[src/rtl/aes_pkg.sv]
// Shared types and helpers for the AES-128 key-expansion engine.
// Holds the FSM state encoding, round constants and the byte-level helpers.
// Contains no logic or storage of its own.
package aes_pkg;

  typedef enum logic [1:0] {
    IDLE = 2'd0,
    EMIT = 2'd1,
    SUB  = 2'd2,
    MIX  = 2'd3
  } state_t;

  localparam logic [3:0] NUM_ROUNDS = 4'd10;
  localparam logic [7:0] RCON_INIT  = 8'h01;

  // Multiplication by x in GF(2^8) modulo x^8+x^4+x^3+x+1.
  function automatic logic [7:0] xtime(input logic [7:0] x);
    return {x[6:0], 1'b0} ^ (x[7] ? 8'h1b : 8'h00);
  endfunction

  // Byte k (k=0 is the most significant) of RotWord(w).
  // RotWord(a0,a1,a2,a3) = (a1,a2,a3,a0), with a0 = w[31:24].
  function automatic logic [7:0] rot_byte(input logic [31:0] w, input logic [1:0] k);
    logic [7:0] b;
    case (k)
      2'd0:    b = w[23:16];
      2'd1:    b = w[15:8];
      2'd2:    b = w[7:0];
      default: b = w[31:24];
    endcase
    return b;
  endfunction

endpackage

[src/rtl/aes_key_expand_if.sv]
// Key-in and round-key-out streams of the key-expansion engine.
// master = key producer / round-key consumer; slave = the engine.
// Both streams use valid/ready; busy is a status output of the engine.
interface aes_key_expand_if;
  logic         key_valid;
  logic         key_ready;
  logic [127:0] key_in;
  logic         rk_valid;
  logic         rk_ready;
  logic [127:0] rk_out;
  logic [3:0]   rk_idx;
  logic         busy;

  modport master (
    output key_valid, key_in, rk_ready,
    input  key_ready, rk_valid, rk_out, rk_idx, busy
  );

  modport slave (
    input  key_valid, key_in, rk_ready,
    output key_ready, rk_valid, rk_out, rk_idx, busy
  );
endinterface

[src/rtl/aes_key_expand_sbox.sv]
// AES forward S-box: multiplicative inverse in GF(2^8) followed by the affine map.
// Purely combinational, zero latency.
// No handshake; the caller samples po0 in the same cycle it drives pi0.
module sbox
  import aes_pkg::*;
(
  input  logic [7:0] pi0,
  output logic [7:0] po0
);

  function automatic logic [7:0] gf_mul(input logic [7:0] a, input logic [7:0] b);
    logic [7:0] p;
    logic [7:0] aa;
    p  = 8'h00;
    aa = a;
    for (int i = 0; i < 8; i++) begin
      if (b[i]) p = p ^ aa;
      aa = xtime(aa);
    end
    return p;
  endfunction

  // x^254 = x^-1 for x != 0, and maps 0 to 0 as the S-box requires.
  function automatic logic [7:0] gf_inv(input logic [7:0] x);
    logic [7:0] r;
    logic [7:0] sq;
    r  = 8'h01;
    sq = x;
    for (int i = 0; i < 7; i++) begin
      sq = gf_mul(sq, sq);
      r  = gf_mul(r, sq);
    end
    return r;
  endfunction

  logic [7:0] inv;

  // Inverse then affine transform: b ^ rotl1 ^ rotl2 ^ rotl3 ^ rotl4 ^ 0x63.
  always_comb begin
    inv = gf_inv(pi0);
    po0 = inv
        ^ {inv[6:0], inv[7]}
        ^ {inv[5:0], inv[7:6]}
        ^ {inv[4:0], inv[7:5]}
        ^ {inv[3:0], inv[7:4]}
        ^ 8'h63;
  end

endmodule

[src/rtl/aes_key_expand.sv]
// AES-128 key expansion: accepts a key, streams round keys 0..10 on a valid/ready port.
// Latency: key accept -> rk0 next cycle; each later key 6 cycles after the previous
// handshake (3 with AES_KEY_EXPAND_SBOX4_EN). rk_out/rk_idx hold while rk_ready is low.
module aes_key_expand
  import aes_pkg::*;
(
  input logic               clk,
  input logic               rst,
  aes_key_expand_if.slave   bus
);

  state_t       state;
  logic [127:0] key_reg;
  logic [3:0]   rk_idx_r;
  logic [7:0]   rcon;
  logic [31:0]  t_word;
  logic         key_ready_r;
  logic         rk_valid_r;
  logic         busy_r;

  logic [31:0]  w0n, w1n, w2n, w3n;

`ifdef AES_KEY_EXPAND_SBOX4_EN
  // All four SubWord bytes looked up in parallel.
  logic [31:0] sub_word;

  for (genvar k = 0; k < 4; k++) begin : g_sbox
    sbox u_sbox (
      .pi0 (rot_byte(key_reg[31:0], 2'(k))),
      .po0 (sub_word[31-8*k -: 8])
    );
  end
`else
  // One shared S-box walks the four bytes of RotWord(w3).
  logic [1:0] bc;
  logic [7:0] sb_in;
  logic [7:0] sb_out;

  assign sb_in = rot_byte(key_reg[31:0], bc);

  sbox u_sbox (
    .pi0 (sb_in),
    .po0 (sb_out)
  );
`endif

  // Next round key from the current one and the finished SubWord(RotWord(w3)).
  always_comb begin
    w0n = key_reg[127:96] ^ t_word ^ {rcon, 24'h000000};
    w1n = key_reg[95:64]  ^ w0n;
    w2n = key_reg[63:32]  ^ w1n;
    w3n = key_reg[31:0]   ^ w2n;
  end

  // Control FSM with registered handshake/status outputs and datapath registers.
  always_ff @(posedge clk or posedge rst) begin
    if (rst) begin
      state       <= IDLE;
      key_reg     <= '0;
      rk_idx_r    <= '0;
      rcon        <= RCON_INIT;
      t_word      <= '0;
      key_ready_r <= 1'b1;
      rk_valid_r  <= 1'b0;
      busy_r      <= 1'b0;
`ifndef AES_KEY_EXPAND_SBOX4_EN
      bc          <= 2'd0;
`endif
    end else begin
      case (state)
        IDLE: begin
          if (bus.key_valid) begin
            key_reg     <= bus.key_in;
            rk_idx_r    <= 4'd0;
            rcon        <= RCON_INIT;
            key_ready_r <= 1'b0;
            rk_valid_r  <= 1'b1;
            busy_r      <= 1'b1;
            state       <= EMIT;
          end
        end

        EMIT: begin
          if (bus.rk_ready) begin
            rk_valid_r <= 1'b0;
            if (rk_idx_r == NUM_ROUNDS) begin
              key_ready_r <= 1'b1;
              busy_r      <= 1'b0;
              state       <= IDLE;
            end else begin
`ifndef AES_KEY_EXPAND_SBOX4_EN
              bc <= 2'd0;
`endif
              state <= SUB;
            end
          end
        end

        SUB: begin
`ifdef AES_KEY_EXPAND_SBOX4_EN
          t_word <= sub_word;
          state  <= MIX;
`else
          case (bc)
            2'd0:    t_word[31:24] <= sb_out;
            2'd1:    t_word[23:16] <= sb_out;
            2'd2:    t_word[15:8]  <= sb_out;
            default: t_word[7:0]   <= sb_out;
          endcase
          if (bc == 2'd3) begin
            state <= MIX;
          end else begin
            bc <= bc + 2'd1;
          end
`endif
        end

        MIX: begin
          key_reg    <= {w0n, w1n, w2n, w3n};
          rk_idx_r   <= rk_idx_r + 4'd1;
          rcon       <= xtime(rcon);
          rk_valid_r <= 1'b1;
          state      <= EMIT;
        end

        default: begin
          state <= IDLE;
        end
      endcase
    end
  end

  assign bus.key_ready = key_ready_r;
  assign bus.rk_valid  = rk_valid_r;
  assign bus.rk_out    = key_reg;
  assign bus.rk_idx    = rk_idx_r;
  assign bus.busy      = busy_r;

endmodule

[src/flat_wrapper.sv]
// flat-port wrapper written by rule: the top's interface ports become plain ports
module aes_key_expand_flat import aes_pkg::*;
  (clk, rst, bus_key_valid, bus_key_in, bus_rk_ready, bus_key_ready, bus_rk_valid, bus_rk_out, bus_rk_idx, bus_busy);
  aes_key_expand_if bus_i ();
  input logic clk;
  input logic rst;
  input wire logic [$bits(bus_i.key_valid)-1:0] bus_key_valid;
  input wire logic [$bits(bus_i.key_in)-1:0] bus_key_in;
  input wire logic [$bits(bus_i.rk_ready)-1:0] bus_rk_ready;
  output wire logic [$bits(bus_i.key_ready)-1:0] bus_key_ready;
  output wire logic [$bits(bus_i.rk_valid)-1:0] bus_rk_valid;
  output wire logic [$bits(bus_i.rk_out)-1:0] bus_rk_out;
  output wire logic [$bits(bus_i.rk_idx)-1:0] bus_rk_idx;
  output wire logic [$bits(bus_i.busy)-1:0] bus_busy;
  assign bus_i.key_valid = bus_key_valid;
  assign bus_i.key_in = bus_key_in;
  assign bus_i.rk_ready = bus_rk_ready;
  assign bus_key_ready = bus_i.key_ready;
  assign bus_rk_valid = bus_i.rk_valid;
  assign bus_rk_out = bus_i.rk_out;
  assign bus_rk_idx = bus_i.rk_idx;
  assign bus_busy = bus_i.busy;
  aes_key_expand u_core (.clk(clk), .rst(rst), .bus(bus_i));
endmodule
[config.mk]
export PLATFORM = sky130hd
export DESIGN_NAME = aes_key_expand_flat
export DESIGN_NICKNAME = d
export VERILOG_FILES = /design/src/rtl/aes_pkg.sv /design/src/rtl/aes_key_expand_if.sv /design/src/rtl/aes_key_expand_sbox.sv /design/src/rtl/aes_key_expand.sv /design/src/flat_wrapper.sv
export SDC_FILE = /design/constraint.sdc
export NUM_CORES = 1
export LEC_CHECK = 0
export ABC_AREA = 1
export CAP_MARGIN = 20
export CORE_MARGIN = 4
export CORE_UTILIZATION = 45
export CTS_CLUSTER_SIZE = 14
export DETAILED_ROUTE_END_ITERATION = 8
export GPL_ROUTABILITY_DRIVEN = 1
export PLACE_DENSITY = 0.64
export SYNTH_ARGS = -nofsm -noshare
export SYNTH_HDL_FRONTEND = slang
export SYNTH_HIERARCHICAL = 1
export SYNTH_SLANG_ARGS = --single-unit
[constraint.sdc]
create_clock -name clk -period 17.06 [get_ports clk]
set_input_delay 4.265 -clock clk [delete_from_list [all_inputs] [get_ports clk]]
set_output_delay 4.265 -clock clk [all_outputs]
set_load 0.005 [all_outputs]
==> run_results.csv, run 1 <==
group,metric,value,unit
setup_path,crit_path_end_kind,"register",
drt,ant_nets,0,
timing,finalCritPeriodShare,89.6,%
setup_path,critPathMostFrequentCell,"nand2_1",
cells_and_area,n_antenna_cell,0,
synthesis,synth-edff-count,0,
setup_path,cp_max_fo,25,
timing,worst_slew_pin_slew,0.992,ns
cells_and_area,drive_gt1_share,7.24,%
run_status,status,"finished clean",
synthesis,synth_warnings,6,
job,max_cap_viol_count,0,
die,coreArea,63400,µm²
cells_and_area,final_util,51.4,%
synthesis,netlist_top_cells_area,"nand2_1 (30%), dfrtp_1 (15%), nand3_1 (13%)",
worst_hold_path,min_path_type,"reg -> reg",
setup_path,slowest_delay,0.49,ns
synthesis,ys_ff_latch,179,
global_route,grt_max_degree,160,
synthesis,async_reset_ff_share,100,%
clock_network,clkLatencyLatePin,0.45,ns
die,placement_rows,92,
die,die_h,262,µm
setup_path,crit_arrival,15.58,ns
synthesis,ys_types,46,
timing,setup_viol,0,
cells_and_area,syn_to_final_growth,12.6,%
die,initial_utilization,45.7,%
timing,finalSetupTns,0,ns
clock_network,cts_tree,"yes",
clock_network,numCtsBuffers,17,
setup_path,cp_slowest_cell,"ha_1",
drt,drtPass1Iterations,6,
clock_network,cts_root_buf,"clkbuf_16",
timing,timing.fmax,0.0654,GHz
cells_and_area,nets,5701,
setup_path,cp.required,17.35,ns
synthesis,seq_area_frac_synth,15.5,%
setup_path,start_kind,"register",
clock_network,cts_hold_buf,0,
drt,drt_iter0_drc,3575,
placement,dp_hpwl,82.9,mm
timing,skew,0.0184,ns
setup_path,crit_type,"reg -> reg",
timing,fin_ws,1.78,ns
drt,vias,34200,
synthesis,netlist.area_leader.share,29.5,%
cells_and_area,final_cell_mix,"nand2_1 (2274), nand3_1 (765), inv_1 (578)",
clock_network,htreeDepth,4,
synthesis,syn_inst,5399,
global_route,grt_usage,29.8,%
drt,avgViaCountPerCell,5.34,
synthesis,syn_avg_cell_area,5.36,µm²
die,io_pins,267,
drt,drt-wirelength-per-cell,16.5,µm
timing,hold_viol_final,0,
timing,rsz0062_at_grt,"no",
cells_and_area,regArea,4480,µm²
drt,drc,0,
clock_network,clock-sinks,179,
drt,routed_wl,106,mm
timing,slew_violations,0,
global_route,overflow,0,
global_route,antenna_found_initial,3,
synthesis,ys.flop_type,"dfrtp_1",
placement,pre_cts_ws,1.46,ns
placement,gp_congestion,0.959,
timing,finalCriticalPeriod,15.28,ns
placement,io_buffers,266,
clock_network,cts.path.max_buffers,2,
synthesis,synth_largest_area_cell,"nand2_1",
synthesis,syn_area,29000,µm²
global_route,grt_pass1_vias,29700,
clock_network,cts.clk_slew.worst_paths,0.07,ns
timing,slew_headroom,33.8,%
die,dieArea,68500,µm²
synthesis,synth_fp_nets,5550,
cells_and_area,final_common_cell,"nand2_1",
global_route,grt_pass1_wl,165,mm
cells_and_area,multiInputGateArea,20900,µm²
cells_and_area,nFillCells,6853,
die,die_w,262,µm
## flip-flops by register name, indices dropped and copies added (netlist names)
name	cells
u_core/bc	2
u_core/bus.busy	1
u_core/bus.key_ready	1
u_core/bus.rk_idx	4
u_core/bus.rk_out	128
u_core/bus.rk_valid	1
u_core/rcon	8
u_core/state	2
u_core/t_word	32
## worst max-delay path, delay by kind of cell (launching register included)
kind,cells,cell delay (ns)
simple gates,79,9.00
flops,1,0.39
xor+xnor,3,0.54
buf+inv,19,2.28
fa+ha+maj,5,1.75
compound gates,7,1.08
## cell usage after synthesis, types with 14 or more instances
| library cell | number |
|---|---|
| xor2_1 | 185 |
| dfrtp_1 | 177 |
| o21ai_1 | 37 |
| nand2_1 | 2278 |
| nand3_2 | 14 |
| nor2_1 | 340 |
| ha_1 | 19 |
| nand3b_1 | 60 |
| clkbuf_1 | 37 |
| nand2_4 | 19 |
| o211ai_1 | 30 |
| buf_2 | 71 |
| xnor2_1 | 58 |
| nand2_2 | 127 |
| a22oi_1 | 26 |
| a21oi_1 | 30 |
| o21ai_0 | 147 |
| buf_4 | 29 |
| o21bai_1 | 17 |
| o22ai_1 | 57 |
| buf_6 | 21 |
| nor2_2 | 14 |
| nand3_1 | 765 |
| inv_2 | 106 |
| or2_1 | 21 |
| inv_1 | 581 |
| nand4_1 | 55 |
## layer usage
metal,track usage [%],wire (µm),share of wire (%),vias to the layer above
met1,42.8,48200,46,15600
met2,48.0,46900,44,1329
met3,4.10,8690,8.2,127
met5,0,40,0.038,-
met4,5.71,1870,1.8,6
li1,-,-,-,17200
## logic make-up after synthesis
logic type | Yosys count | share of synthesized area [%]
compound gates | 359 | 7.22
xor+xnor | 265 | 8.78
fa+ha+maj | 19 | 0.821
buf+inv | 865 | 12.5
flops | 179 | 15.5
simple gates | 3712 | 55.2
## metrics by stage
step / instances / hold WS [ns] / area [µm²]
final: 6409 / 0.508 / 32600
after floorplan: 5399 / 0.475 / 29000
after global placement: 6374 / 0.484 / 32000
after global routing: 6409 / 0.518 / 32600
after CTS: 6406 / 0.501 / 32500
after detailed placement: 6374 / 0.489 / 32000
## path summary, 6_finish.rpt
check	start	end	slack, ns	depth (start not counted)
max	u_core/bc[0]$_DFFE_PP0P_	u_core/t_word[29]$_DFFE_PP0P_	1.78	113
min	u_core/bus.busy$_DFFE_PP0P_	u_core/bus.busy$_DFFE_PP0P_	0.51	2
max reg2reg	u_core/bc[0]$_DFFE_PP0P_	u_core/t_word[29]$_DFFE_PP0P_	1.78	113
min reg2reg	u_core/bus.busy$_DFFE_PP0P_	u_core/bus.busy$_DFFE_PP0P_	0.51	2
max in group asynchronous	rst	u_core/bus.rk_out[88]$_DFFE_PP0P_	11.22	3
min in group asynchronous	rst	u_core/bus.rk_out[92]$_DFFE_PP0P_	4.34	2
## what timing repair did
action	in CTS	in global routing
setup endpoints to repair	0	32
resized for setup	0	13
setup buffers	0	3
endpoints found under the hold margin	0	0
## final cells by class
class / instances / share of cell area, %
clock inverters: 13 / 0.453
clock buffers: 19 / 1.33
repair buffers: 296 / 8.85
well taps: 846 / 3.25
multi-input cells: 4355 / 64.2
inverters: 701 / 8.19
flip-flops and latches: 179 / 13.7
Power of run 1 is left out: the tool's default activity adds up to more than one toggle a clock period on the data nets, which glitch-free logic cannot reach.
==> inputs of run 2 (changes only) <==
Settings changed: CORE_MARGIN 4 to unset, CORE_UTILIZATION 45 to 50, PLACE_DENSITY 0.64 to 0.82.
==> run_results.csv, run 2 (same netlist as run 1, synthesis figures left out) <==
group,metric,value,unit
timing,slew_violations,0,
drt,ant_nets,0,
cells_and_area,final_cell_mix,"nand2_1 (2274), nand3_1 (765), inv_1 (579)",
setup_path,slowest_delay,0.50,ns
timing,finalSetupTns,0,ns
setup_path,r2r_setup_slack,1.47,ns
placement,dp_hpwl,77.2,mm
setup_path,reg2reg_depth,113,
timing,skew,0.0154,ns
worst_hold_path,min_path_type,"reg -> reg",
timing,worst_slew_pin_slew,1.09,ns
clock_network,cts_tree,"yes",
cells_and_area,regArea,4480,µm²
drt,routed_wl,99.9,mm
cells_and_area,nFillCells,5746,
setup_path,crit_path_end_kind,"register",
worst_hold_path,hold_start,"u_core/bus.key_ready$_DFFE_PP1P_",
cells_and_area,drive_gt1_share,7.13,%
global_route,grt_usage,32.6,%
clock_network,cts_hold_buf,0,
setup_path,crit_type,"reg -> reg",
cells_and_area,finish.instance_area,32400,µm²
drt,drc,0,
die,die_h,243,µm
setup_path,cp_max_fo,24,
die,placement_rows,87,
cells_and_area,largest_register_ffs,128,
drt,drtPass1Iterations,6,
timing,finalCriticalPeriod,15.59,ns
worst_hold_path,hold_depth,2,
run_status,status,"finished clean",
drt,avgViaCountPerCell,5.52,
cells_and_area,final_common_cell,"nand2_1",
global_route,grt_pass1_wl,158,mm
cells_and_area,nets,5692,
global_route,overflow,0,
setup_path,cp_slowest_cell,"ha_1",
drt,drt-wirelength-per-cell,15.8,µm
clock_network,numCtsBuffers,17,
clock_network,clkLatencyLatePin,0.44,ns
setup_path,cp.required,17.39,ns
cells_and_area,multiInputGateArea,20900,µm²
global_route,antenna_found_initial,3,
timing,setup_viol,0,
timing,slew_headroom,27.4,%
timing,hold_viol_final,0,
clock_network,clock-sinks,179,
clock_network,cts_root_buf,"clkbuf_16",
setup_path,start_kind,"register",
setup_path,crit_arrival,15.91,ns
timing,finalCritPeriodShare,91.4,%
timing,rsz0062_at_grt,"no",
die,io_pins,267,
placement,gp_congestion,1.03,
clock_network,htreeDepth,4,
die,initial_utilization,51.0,%
setup_path,rr_startpoint,"u_core/bc[0]$_DFFE_PP0P_",
clock_network,cts.path.max_buffers,2,
job,max_cap_viol_count,0,
drt,drt_iter0_drc,4341,
die,coreArea,56800,µm²
cells_and_area,syn_to_final_growth,12.0,%
die,dieArea,58900,µm²
global_route,grt_pass1_vias,30500,
clock_network,cts.clk_slew.worst_paths,0.07,ns
die,die_w,243,µm
worst_hold_path,hold_path_end,"u_core/bus.key_ready$_DFFE_PP1P_",
placement,io_buffers,266,
setup_path,critPathMostFrequentCell,"nand2_1",
drt,vias,34800,
timing,timing.fmax,0.0642,GHz
setup_path,r2r_end,"u_core/t_word[25]$_DFFE_PP0P_",
placement,dpl_cell_area,31800,µm²
global_route,grt_max_degree,109,
setup_path,cp-startpoint,"u_core/bc[0]$_DFFE_PP0P_",
## run 2: changes by cell type in the layout (fill, tap and decap cells not counted), moves of 2 or more
cell	delta
xor2_2	-2
a21oi_2	+3
clkinvlp_4	-3
diode_2	+4
clkinv_2	+3
inv_2	-2
buf_4	-9
a21oi_1	-3
## run 2: worst max path at each step
stage / end / slack (ns) / cells after the start
6_report: u_core/t_word[25]$_DFFE_PP0P_ / 1.47 / 113
5_1_grt: u_core/t_word[21]$_DFFE_PP0P_ / 0.02 / 117
4_1_cts: u_core/t_word[21]$_DFFE_PP0P_ / 1.43 / 104
3_5_place_dp: u_core/t_word[21]$_DFFE_PP0P_ / 1.47 / 104
3_3_place_gp: u_core/t_word[6]$_DFFE_PP0P_ / 1.78 / 107
2_1_floorplan: u_core/t_word[13]$_DFFE_PP0P_ / 4.20 / 103
## run 2: layer usage
metal,track usage [%],vias up,part of all wire (%),routed length (µm)
li1,-,17200,-,-
met1,44.8,15700,43,42400
met2,52.7,1697,45,44400
met3,3.85,220,9.8,9790
met4,11.1,0,3.2,3170
met5,0,-,0,0
## run 2: through the flow
stage	utilization (%)	std cells	hold WS (ns)	setup WS [ns]
final	57.1	6314	0.516	1.47
after global routing	57.1	6313	0.557	0.0225
after floorplan	-	5399	0.475	4.20
after CTS	56.9	6310	0.514	1.43
after global placement	56.0	6278	0.490	1.78
after detailed placement	56.0	6278	0.502	1.47
## run 2: area by class of cell
type | count | share of cell area, %
Multi-Input combinational cell | 4355 | 64.5
Sequential cell | 179 | 13.8
Timing Repair Buffer | 287 | 8.70
Inverter | 701 | 8.24
Tap cell | 756 | 2.92
Clock buffer | 19 | 1.37
Clock inverter | 13 | 0.382
Antenna cell | 4 | 0.0309
## run 2: repair_timing
item	in CTS	in global routing
setup endpoints to repair	0	32
resized for setup	0	14
buffers inserted	0	0
## run 2: critical path: cells and delay by family (launching register included)
kind                       cells  cell delay [ns]
AOI/OAI and AO/OA              9             1.26
and+or+nand+nor               78             8.77
adders and majority gates      4             1.42
buffers and inverters         20             3.18
DFF                            1             0.40
xor gates and xnor gates       2             0.38
Power of run 2 is left out for the same reason.
